==> src/rtl/node_window_feeder.sv <==
// Requantizes a 16-bit sample stream to signed 8-bit and presents a 15-tap
// sliding window to a layer node every STRIDE accepted samples.
module node_window_feeder #(
    parameter int unsigned SHIFT  = 4,
    parameter int unsigned STRIDE = 1
) (
    input  logic        clk,
    input  logic        reset,
    input  logic [15:0] in_data,
    input  logic        in_valid,
    output logic        in_ready,
    input  logic        flush,
    output logic [7:0]  A0x,
    output logic [7:0]  A1x,
    output logic [7:0]  A2x,
    output logic [7:0]  A3x,
    output logic [7:0]  A4x,
    output logic [7:0]  A5x,
    output logic [7:0]  A6x,
    output logic [7:0]  A7x,
    output logic [7:0]  A8x,
    output logic [7:0]  A9x,
    output logic [7:0]  A10x,
    output logic [7:0]  A11x,
    output logic [7:0]  A12x,
    output logic [7:0]  A13x,
    output logic [7:0]  A14x,
    output logic        win_valid,
    input  logic        win_ready,
    output logic [15:0] win_cnt
);

    localparam int unsigned TAPS = 15;
    localparam int unsigned QW   = 8;
    localparam int unsigned CW   = 4;
    localparam int unsigned SW   = 17;

    localparam logic [1:0] ST_FILL = 2'd0;
    localparam logic [1:0] ST_RUN  = 2'd1;
    localparam logic [1:0] ST_WAIT = 2'd2;

    // Half-LSB rounding bias; zero when no shift is applied.
    localparam logic [SW-1:0] RND = SW'((32'd1 << SHIFT) >> 1);

    logic [1:0]    state, state_nxt;
    logic [QW-1:0] taps     [TAPS];
    logic [QW-1:0] taps_nxt [TAPS];
    logic [CW-1:0] fill_cnt, fill_nxt;
    logic [CW-1:0] stride_cnt, stride_nxt;
    logic          wv_nxt;
    logic [15:0]   wcnt_nxt;

    logic signed [SW-1:0] sum, t;
    logic [QW-1:0]        q;
    logic                 accept, hs;

    assign in_ready = reset && (!win_valid || win_ready);
    assign accept   = in_valid && in_ready;
    assign hs       = win_valid && win_ready;

    // Round, shift and saturate the incoming sample.
    always_comb begin
        sum = $signed({in_data[15], in_data}) + $signed(RND);
        t   = sum >>> SHIFT;
        if (t > 17'sd127) begin
            q = 8'h7F;
        end else if (t < -17'sd128) begin
            q = 8'h80;
        end else begin
            q = t[QW-1:0];
        end
    end

    always_comb begin
        state_nxt  = state;
        taps_nxt   = taps;
        fill_nxt   = fill_cnt;
        stride_nxt = stride_cnt;
        wv_nxt     = win_valid;
        wcnt_nxt   = win_cnt;

        if (accept) begin
            for (int i = 0; i < 14; i++) begin
                taps_nxt[i] = taps[i+1];
            end
            taps_nxt[14] = q;
        end

        case (state)
            ST_FILL: begin
                if (accept) begin
                    if (fill_cnt == CW'(TAPS - 1)) begin
                        fill_nxt   = '0;
                        stride_nxt = '0;
                        wv_nxt     = 1'b1;
                        state_nxt  = ST_RUN;
                    end else begin
                        fill_nxt = fill_cnt + CW'(1);
                    end
                end
            end
            ST_RUN: begin
                if (hs) begin
                    wcnt_nxt = win_cnt + 16'd1;
                    // Unit stride with a same-cycle accept keeps windows back-to-back.
                    if (!(STRIDE == 1 && accept)) begin
                        wv_nxt     = 1'b0;
                        state_nxt  = ST_WAIT;
                        stride_nxt = accept ? CW'(1) : CW'(0);
                    end
                end
            end
            ST_WAIT: begin
                if (accept) begin
                    if (stride_cnt + CW'(1) == CW'(STRIDE)) begin
                        stride_nxt = '0;
                        wv_nxt     = 1'b1;
                        state_nxt  = ST_RUN;
                    end else begin
                        stride_nxt = stride_cnt + CW'(1);
                    end
                end
            end
            default: state_nxt = ST_FILL;
        endcase

        if (flush) begin
            taps_nxt   = '{default: '0};
            fill_nxt   = '0;
            stride_nxt = '0;
            wv_nxt     = 1'b0;
            wcnt_nxt   = '0;
            state_nxt  = ST_FILL;
        end
    end

    always_ff @(posedge clk or negedge reset) begin
        if (!reset) begin
            state      <= ST_FILL;
            taps       <= '{default: '0};
            fill_cnt   <= '0;
            stride_cnt <= '0;
            win_valid  <= 1'b0;
            win_cnt    <= '0;
        end else begin
            state      <= state_nxt;
            taps       <= taps_nxt;
            fill_cnt   <= fill_nxt;
            stride_cnt <= stride_nxt;
            win_valid  <= wv_nxt;
            win_cnt    <= wcnt_nxt;
        end
    end

    assign A0x  = taps[0];
    assign A1x  = taps[1];
    assign A2x  = taps[2];
    assign A3x  = taps[3];
    assign A4x  = taps[4];
    assign A5x  = taps[5];
    assign A6x  = taps[6];
    assign A7x  = taps[7];
    assign A8x  = taps[8];
    assign A9x  = taps[9];
    assign A10x = taps[10];
    assign A11x = taps[11];
    assign A12x = taps[12];
    assign A13x = taps[13];
    assign A14x = taps[14];

endmodule
==> config.mk <==
export PLATFORM = sky130hd
export DESIGN_NAME = node_window_feeder
export DESIGN_NICKNAME = d
export VERILOG_FILES = /design/src/rtl/node_window_feeder.sv
export SDC_FILE = /design/constraint.sdc
export NUM_CORES = 1
export LEC_CHECK = 0
export CORE_MARGIN = 3
export CORE_UTILIZATION = 50
export CTS_CLUSTER_SIZE = 10
export DETAILED_ROUTE_END_ITERATION = 16
export GPL_ROUTABILITY_DRIVEN = 0
export PLACE_DENSITY = 0.81
export SYNTH_ARGS = -nofsm -noshare
export SYNTH_HDL_FRONTEND = slang
export SYNTH_SLANG_ARGS = --single-unit
==> constraint.sdc <==
create_clock -name clk -period 2.3 [get_ports clk]
set_clock_uncertainty 0.2 [all_clocks]
set_input_delay 0.46 -clock clk [delete_from_list [all_inputs] [get_ports clk]]
set_output_delay 0.46 -clock clk [all_outputs]
set_load 0.005 [all_outputs]
; ---- Word-level counts from Yosys, hierarchy flattened
; Cells that the tools add are included.
[word_totals]
reg_bits = 147
output_inout_bits = 138
[op_classes]
add_sub_neg = 4
order_cmp = 2
eq_ne = 10
muxes = 35
reduce_logical = 16
[op_table]
columns = operator, n
row1 = $mux 120, 2
row2 = $mux 16, 3
row3 = $mux 4, 11
row4 = $ne 3x3->1 const B, 6
row5 = $add 16x5->17 const B, 1
row6 = $add 16x1->16 const B, 1
row7 = $mux 8, 2
row8 = $mux 2, 7
row9 = $gt 13x8->1 const B, 1
row10 = $lt 13x8->1 const B, 1
row11 = $pmux 4 s3, 1
row12 = $reduce_and 6->1, 2
row13 = $add 4x1->4 const B, 2
row14 = $reduce_bool 2->1, 4
row15 = $mux 1, 7
row16 = $reduce_and 7->1, 1
row17 = $pmux 2 s3, 1
row18 = $eq 4x1->1 const B, 1
row19 = $eq 4x4->1 const B, 1
row20 = $reduce_and 2->1, 2
row21 = $reduce_bool 4->1, 1
row22 = $logic_and 1x1->1, 3
row23 = $pmux 1 s3, 1
row24 = $eq 2x1->1 const B, 1
row25 = other kinds (4), 4

; ---- Longest topological paths before layout
; Gate-level depths: netlist of the first run.
[logic_depth]
word_depth = 8
mapped_depth = 8
depth_no_buf = 8

; ---- Worst setup path before layout of the first run
; No wires, ideal clock.
[synth_timing]
path_kind = input -> register
from = input in_data[3]
to = register taps (netlist bit A14x[0])
setup_ns = 0.121
arrival_time_ns = 1.800
required_ns = 1.979
slack_ns = 0.179
path_stages = 8
path_buffers = 1
cell_sequence = ha_1 and3_1 buf_2 a211oi_1 a41oi_1 o31ai_1 nand2b_1 a22o_1
[synth_between]
elab_chain_len = 6
[synth_lines]
columns = item, line_no
row1 = from (decl), 9  ; input logic [15:0] in_data,
row2 = $add 16x5->17 (*), 63  ; sum = $signed({in_data[15], in_data}) + $signed(RND);
row3 = $lt 13x8->1, 67  ; end else if (t < -17'sd128) begin
row4 = $mux 8, 67
row5 = $mux 8 (*), 65  ; if (t > 17'sd127) begin
row6 = $mux 120 (*), 82  ; if (accept) begin
row7 = $mux 120 (*), 127  ; if (flush) begin
row8 = to (signal assigned), 147  ; taps <= taps_nxt;
row9 = to (decl), 46  ; logic [QW-1:0] taps [TAPS];
; Mark *: on every way between the ends. The rest lies on a longest branch, timed or not. The select of a mux whose other input is x is not followed.
; A chain may end at the register's enable or synchronous reset.

; ---- Final worst setup path of the first run
; Same ends and word-level chain as after synthesis.

==> summary.md, run 1 <==
| Metric | Value |
|---|---|
| DP Area | 8350 um^2 |
| Multi-input gate area | 2570 um^2 |
| Wirelength per Cell | 16.2 um |
| P per Cell Area | 629 nW/um^2 |
| Drt pass-1 iters | 7 |
| Post-Syn Instances | 709 |
| Largest net degree at the start of global routing | 148 |
| Max reg flops | 16 |
| Chip height | 120 um |
| Routed wire length | 17.1 mm |
| Largest Register | win_cnt |
| Share of layout cells above drive strength 1 | 9.67% |
| Crit path time final | 2.27 ns |
| Final #Nets | 903 |
| Commonest cells after routing, fill and taps aside | nand2_1, clkdlybuf4s50_1, dfrtp_1 |
| Post-Syn Area per Cell | 9.10 um^2 |
| Violated checks | hold timing |
| Hold Crit Class | primary input to async pin |
| Hpwl dp | 11.2 mm |
| DR vias | 5724 |
| Max Slew Vio Count | 0 |
| Violation count after the first detailed-route iteration | 606 |
| Ant diodes | 0 |
| Mapped Area | 6450 um^2 |
| Area Overhead vs Synth | 39.0% |
| Hold Fails Final Rpt | 11 |
| Htree depth | 4 |
| Slew headroom | 48.4% |
| Die Area | 14300 um^2 |
| Status | finished with violations |
| Static Leak | 3.71 nW |
| I/O pins | 159 |
| Unique masters post-synth | 51 |
| Number of global-route vias before repair | 5661 |
| Die width | 120 um |
| Worst path required time | 2.39 ns |
| Ranking of synthesized cells by area | dfrtp_1, nand2_1, a21oi_1 |
| Detail Route Antenna Nets | 0 |
| # DRC | 0 |
| Final hold slack | -0.0190 ns |
| Sequential area share after synthesis | 57.0% |
| Register area | 3680 um^2 |
| Worst-Skew Late Latency | 0.41 ns |
| Main synth FF type | dfrtp_1 |
| Initial Utilization | 52.4% |
| Vias per cell | 5.42 |
| CP Class | primary input to register |
| Syn nets | 736 |
| Peak VDD IR | 0.400 mV |
| Design Area, Final | 8970 um^2 |
| Reg2Reg Depth | 9 |
| Initial antenna violation count | 0 |
| CTS Sinks | 147 |
| Synthesized flop and latch total | 147 |
| CTS buffer count | 17 |
| Worst Setup End Kind | register |
| Worst setup SP type | primary input |
| Fmax | 0.441 GHz |
| CTS tree | yes |
| Final setup viols | 0 |
| Overflow after GRT | 0 |
| Filler cells | 920 |
| Slew at the pin with the worst max-slew slack | 0.774 ns |
| Overall routing resource usage | 24.2% |
| Post-synth EDFFs | 0 |
| Synth warnings | 0 |
| Area share of the largest cell type after synthesis | 57.0% |
| Core area | 12300 um^2 |
| Dpl cells | 1024 |
| Max-cap violations | 0 |
| Reg2reg setup slack | 0.16 ns |
| Most common cell after layout, fill and taps aside | nand2_1 |
| Clock-pin slew on the worst setup and hold paths | 0.06 ns |
| Period utilisation layout | 98.6% |
| R2R Path Start | fill_cnt[0] |
| Clock buffer depth | 2 |
| Final Non-Filler Cells | 1057 |
| Cell Rows | 40 |
| FFs w/ async S/R, synth | 100% |
| Critical Path AT | 2.36 ns |
| Worst Path Max Fanout | 5 |
| Setup crit start | in_data[3] |
| First-pass GRT wire length | 28.1 mm |
| Clock root buffer | clkbuf_16 |
| Setup TNS | 0 ns |
| Port buffer count | 155 |
| Leading area contributor after synthesis | dfrtp_1 |
==> worst max-delay path, cell delays in order <==
cell and delay, ns:
clkdlybuf4s50_1 0.43, ha_1 0.24, and3_2 0.27, xnor2_1 0.15, a31oi_1 0.16, o31ai_2 0.36, nand2b_1 0.09, a22o_1 0.21
==> worst paths after layout <==
check,endpoint
setup / recovery,A14x[0]
hold / removal,A0x[2]
setup reg to reg,stride_cnt[2]
hold reg to reg,A0x[5]
max in group asynchronous,A8x[5]
min in group clk,win_cnt[5]
==> stage by stage <==
step	hold slack (ns)	total power, mW	worst slack, ns	util [%]
after detailed placement	0.315	3.02	-0.367	67.8
after global placement	0.309	3.01	-0.246	67.8
after floorplan	-0.0356	2.81	0.179	-
final	-0.0190	5.64	0.0333	72.8
after CTS	0.0389	5.68	0.0329	72.5
after global routing	0.0408	5.83	-0.00749	72.8
==> power breakdown <==
group	switching, mW	internal (mW)	total [mW]	leakage [nW]
registers	0.0174	2.60	2.62	2.05
logic	0.229	0.129	0.357	1.38
clock network	1.02	1.64	2.66	0.282
total	1.27	4.37	5.64	3.71
==> final cells by class <==
cell class | count | area share [%]
flip-flops and latches | 147 | 41.0
multi-input cells | 508 | 28.7
repair buffers | 193 | 21.2
clock buffers | 21 | 5.13
well taps | 168 | 2.34
clock inverters | 11 | 1.23
inverters | 9 | 0.377
==> cell usage after synthesis, drive strengths merged (2+ instances only) <==
master  count
or3         3
nor3       10
ha          6
xor2       16
inv         9
nor2       27
nand2     240
o21ai      10
a211oi      2
xnor2       9
nand4       7
a221o       5
a31oi       4
buf        24
nand3      13
a21oi     123
dfrtp     147
a22o        2
and3        5
nand2b      2
clkbuf     21
and2        2
and4        3
==> cell families after synthesis <==
| logic type | count (synthesis) | share of synthesized area [%] |
|---|---|---|
| AOI/OAI and AO/OA | 159 | 14.0 |
| xor gates and xnor gates | 25 | 3.39 |
| adders and majority gates | 6 | 1.16 |
| buffers and inverters | 54 | 3.80 |
| DFF | 147 | 57.0 |
| muxes | 2 | 0.330 |
| and+or+nand+nor | 316 | 20.3 |
==> repair_timing <==
action / in CTS / in global routing
cloned: 0 / 0
resized for setup: 0 / 9
hold buffers: 0 / 0
setup buffers: 1 / 0
hold endpoints to repair: 0 / 0
endpoints found under the setup margin: 1 / 8
pin swaps: 0 / 2
==> layer usage <==
metal / part of all wire (%) / global-route usage (%) / wire (um)
met5: 0 / 0 / 0
met4: 2.7 / 9.02 / 455
met3: 6.6 / 6.83 / 1130
met2: 50 / 41.1 / 8660
met1: 40 / 29.6 / 6900
Note: power is estimated with default switching activity, not from simulation.
==> run 2: changes to the inputs <==
CORE_UTILIZATION = 53   (was 50)
PLACE_DENSITY = 0.85   (was 0.81)
clock period = 2.92 ns   (was 2.3 ns; I/O delays follow)
==> summary.md, run 2 (synthesis results as in run 1) <==
| Metric | Value |
|---|---|
| Status | complete, no violations (was finished with violations) |
| Clock buffer depth | 2 (unchanged) |
| Register area | 3680 um^2 (unchanged) |
| Chip height | 116 um (was 120 um) |
| Commonest cells after routing, fill and taps aside | nand2_1, clkdlybuf4s50_1, dfrtp_1 (unchanged) |
| Dpl cells | 970 (was 1024) |
| # resized after CTS | 0 (unchanged) |
| Period utilisation layout | 90.1% |
| Worst-Skew Late Latency | 0.42 ns (was 0.41 ns) |
| Die width | 116 um (was 120 um) |
| Total power | 4.61 mW (was 5.64 mW) |
| # DRC | 0 (unchanged) |
| Initial Utilization | 55.3% (was 52.4%) |
| Crit path time final | 2.63 ns |
| Port buffer count | 155 (unchanged) |
| Worst Setup End Kind | output pin (was register) |
| Hpwl dp | 10.9 mm (was 11.2 mm) |
| CTS Sinks | 147 (unchanged) |
| Max Slew Vio Count | 0 (unchanged) |
| Drt pass-1 iters | 5 (was 7) |
| FF-to-FF End | state[1] (was stride_cnt[2]) |
| Hold Crit Class | primary input to async pin (unchanged) |
| Max reg flops | 16 (unchanged) |
| Ant diodes | 0 (unchanged) |
| Wirelength per Cell | 16.8 um (was 16.2 um) |
| Worst Path Max Fanout | 5 (unchanged) |
| Post-CTS Setup Bufs | 0 (was 1) |
| Clock root buffer | clkbuf_16 (unchanged) |
| CTS tree | yes (unchanged) |
| First-pass GRT wire length | 27.2 mm (was 28.1 mm) |
| Final setup viols | 0 (unchanged) |
| Hold Fails Final Rpt | 0 (was 11) |
| CP Class | primary input to output pin (was primary input to register) |
| Reg2Reg Depth | 6 (was 9) |
| Worst path required time | 2.14 ns (was 2.39 ns) |
| Die Area | 13500 um^2 (was 14300 um^2) |
| I/O pins | 159 (unchanged) |
| Largest net degree at the start of global routing | 148 (unchanged) |
| Filler cells | 816 (was 920) |
| Vias per cell | 5.64 (was 5.42) |
| Largest Register | win_cnt (unchanged) |
| Area Overhead vs Synth | 35.1% (was 39.0%) |
| Initial antenna violation count | 0 (unchanged) |
| Routed wire length | 16.8 mm (was 17.1 mm) |
| Most common cell after layout, fill and taps aside | nand2_1 (unchanged) |
| Critical Path AT | 1.85 ns (was 2.36 ns) |
| Final #Nets | 873 (was 903) |
| Final Non-Filler Cells | 1002 (was 1057) |
| Clock-pin slew on the worst setup and hold paths | 0.06 ns (about the same) |
| Static Leak | 3.56 nW (was 3.71 nW) |
| Max-cap violations | 0 (unchanged) |
| Overall routing resource usage | 25.5% (was 24.2%) |
| Worst setup SP type | primary input (unchanged) |
| Cell Rows | 39 (was 40) |
| DR vias | 5648 (was 5724) |
| Number of global-route vias before repair | 5438 (was 5661) |
| Peak VDD IR | 0.329 mV (was 0.400 mV) |
| P per Cell Area | 528 nW/um^2 (was 629 nW/um^2) |
| Overflow after GRT | 0 (unchanged) |
| Detail Route Antenna Nets | 0 (unchanged) |
| Hold-fix buffers, CTS | 0 (unchanged) |
| CTS buffer count | 17 (unchanged) |
| Core area | 11700 um^2 (was 12300 um^2) |
| R2R Path Start | stride_cnt[0] (was fill_cnt[0]) |
| Share of layout cells above drive strength 1 | 5.70% (was 9.67%) |
| Slew headroom | 41.7% (was 48.4%) |
| Slew at the pin with the worst max-slew slack | 0.875 ns (was 0.774 ns) |
| Final hold slack | 0.0859 ns (was -0.0190 ns) |
| Fmax | 0.380 GHz |
| Reg2reg setup slack | 0.74 ns (was 0.16 ns) |
| Violation count after the first detailed-route iteration | 728 (was 606) |
| Multi-input gate area | 2540 um^2 (was 2570 um^2) |
| RSZ-0062 raised after global routing | no |
| Htree depth | 4 (unchanged) |
-- run 2: worst max path at each step --
stage	from	to	slack [ns]	cells past startpoint
2_1_floorplan	in_data[3]	A14x[0]	0.68	8
3_5_place_dp	in_data[3]	A14x[6]	-0.03	8
4_1_cts	win_ready	in_ready	0.28	3
3_3_place_gp	in_data[3]	A14x[0]	0.10	8
5_1_grt	in_data[3]	A14x[6]	0.21	8
6_report	win_ready	in_ready	0.29	3
-- run 2: through the flow --
stage / setup TNS [ns] / setup slack (ns) / utilization (%) / cell area [um^2]
2_1_floorplan: 0 / 0.675 / - / 6450
3_3_place_gp: 0 / 0.104 / 69.4 / 8090
3_5_place_dp: -0.0451 / -0.0346 / 69.4 / 8090
4_1_cts: 0 / 0.280 / 74.7 / 8720
5_1_grt: 0 / 0.213 / 74.7 / 8720
6_report: 0 / 0.290 / 74.7 / 8720
-- run 2: per-layer routing --
metal  vias to the layer above  part of all wire [%]  track usage [%]
li1                       2637                     -                -
met3                        37                   7.5             7.25
met2                       227                    50             41.8
met1                      2747                    40             32.3
met4                         0                   2.5             10.1
met5                         -                     0                0
-- run 2: layout make-up --
type                    instances  area share, %
well taps                     143           2.05
multi-input cells             508           29.1
clock inverters                13           2.10
clock buffers                  19           5.08
repair buffers                163           19.0
flip-flops and latches        147           42.2
inverters                       9          0.388
-- run 2: power breakdown --
group          internal (mW)  leakage, nW  switching [mW]  total [mW]
logic                 0.0794         1.22           0.171       0.250
clock network           1.45        0.295           0.843        2.29
registers               2.05         2.05          0.0132        2.06
total                   3.58         3.56            1.03        4.61
-- run 2: critical path, stage by stage --
cell             delay [ns]
clkdlybuf4s50_1        0.60
o21a_1                 0.16
clkdlybuf4s50_1        0.50
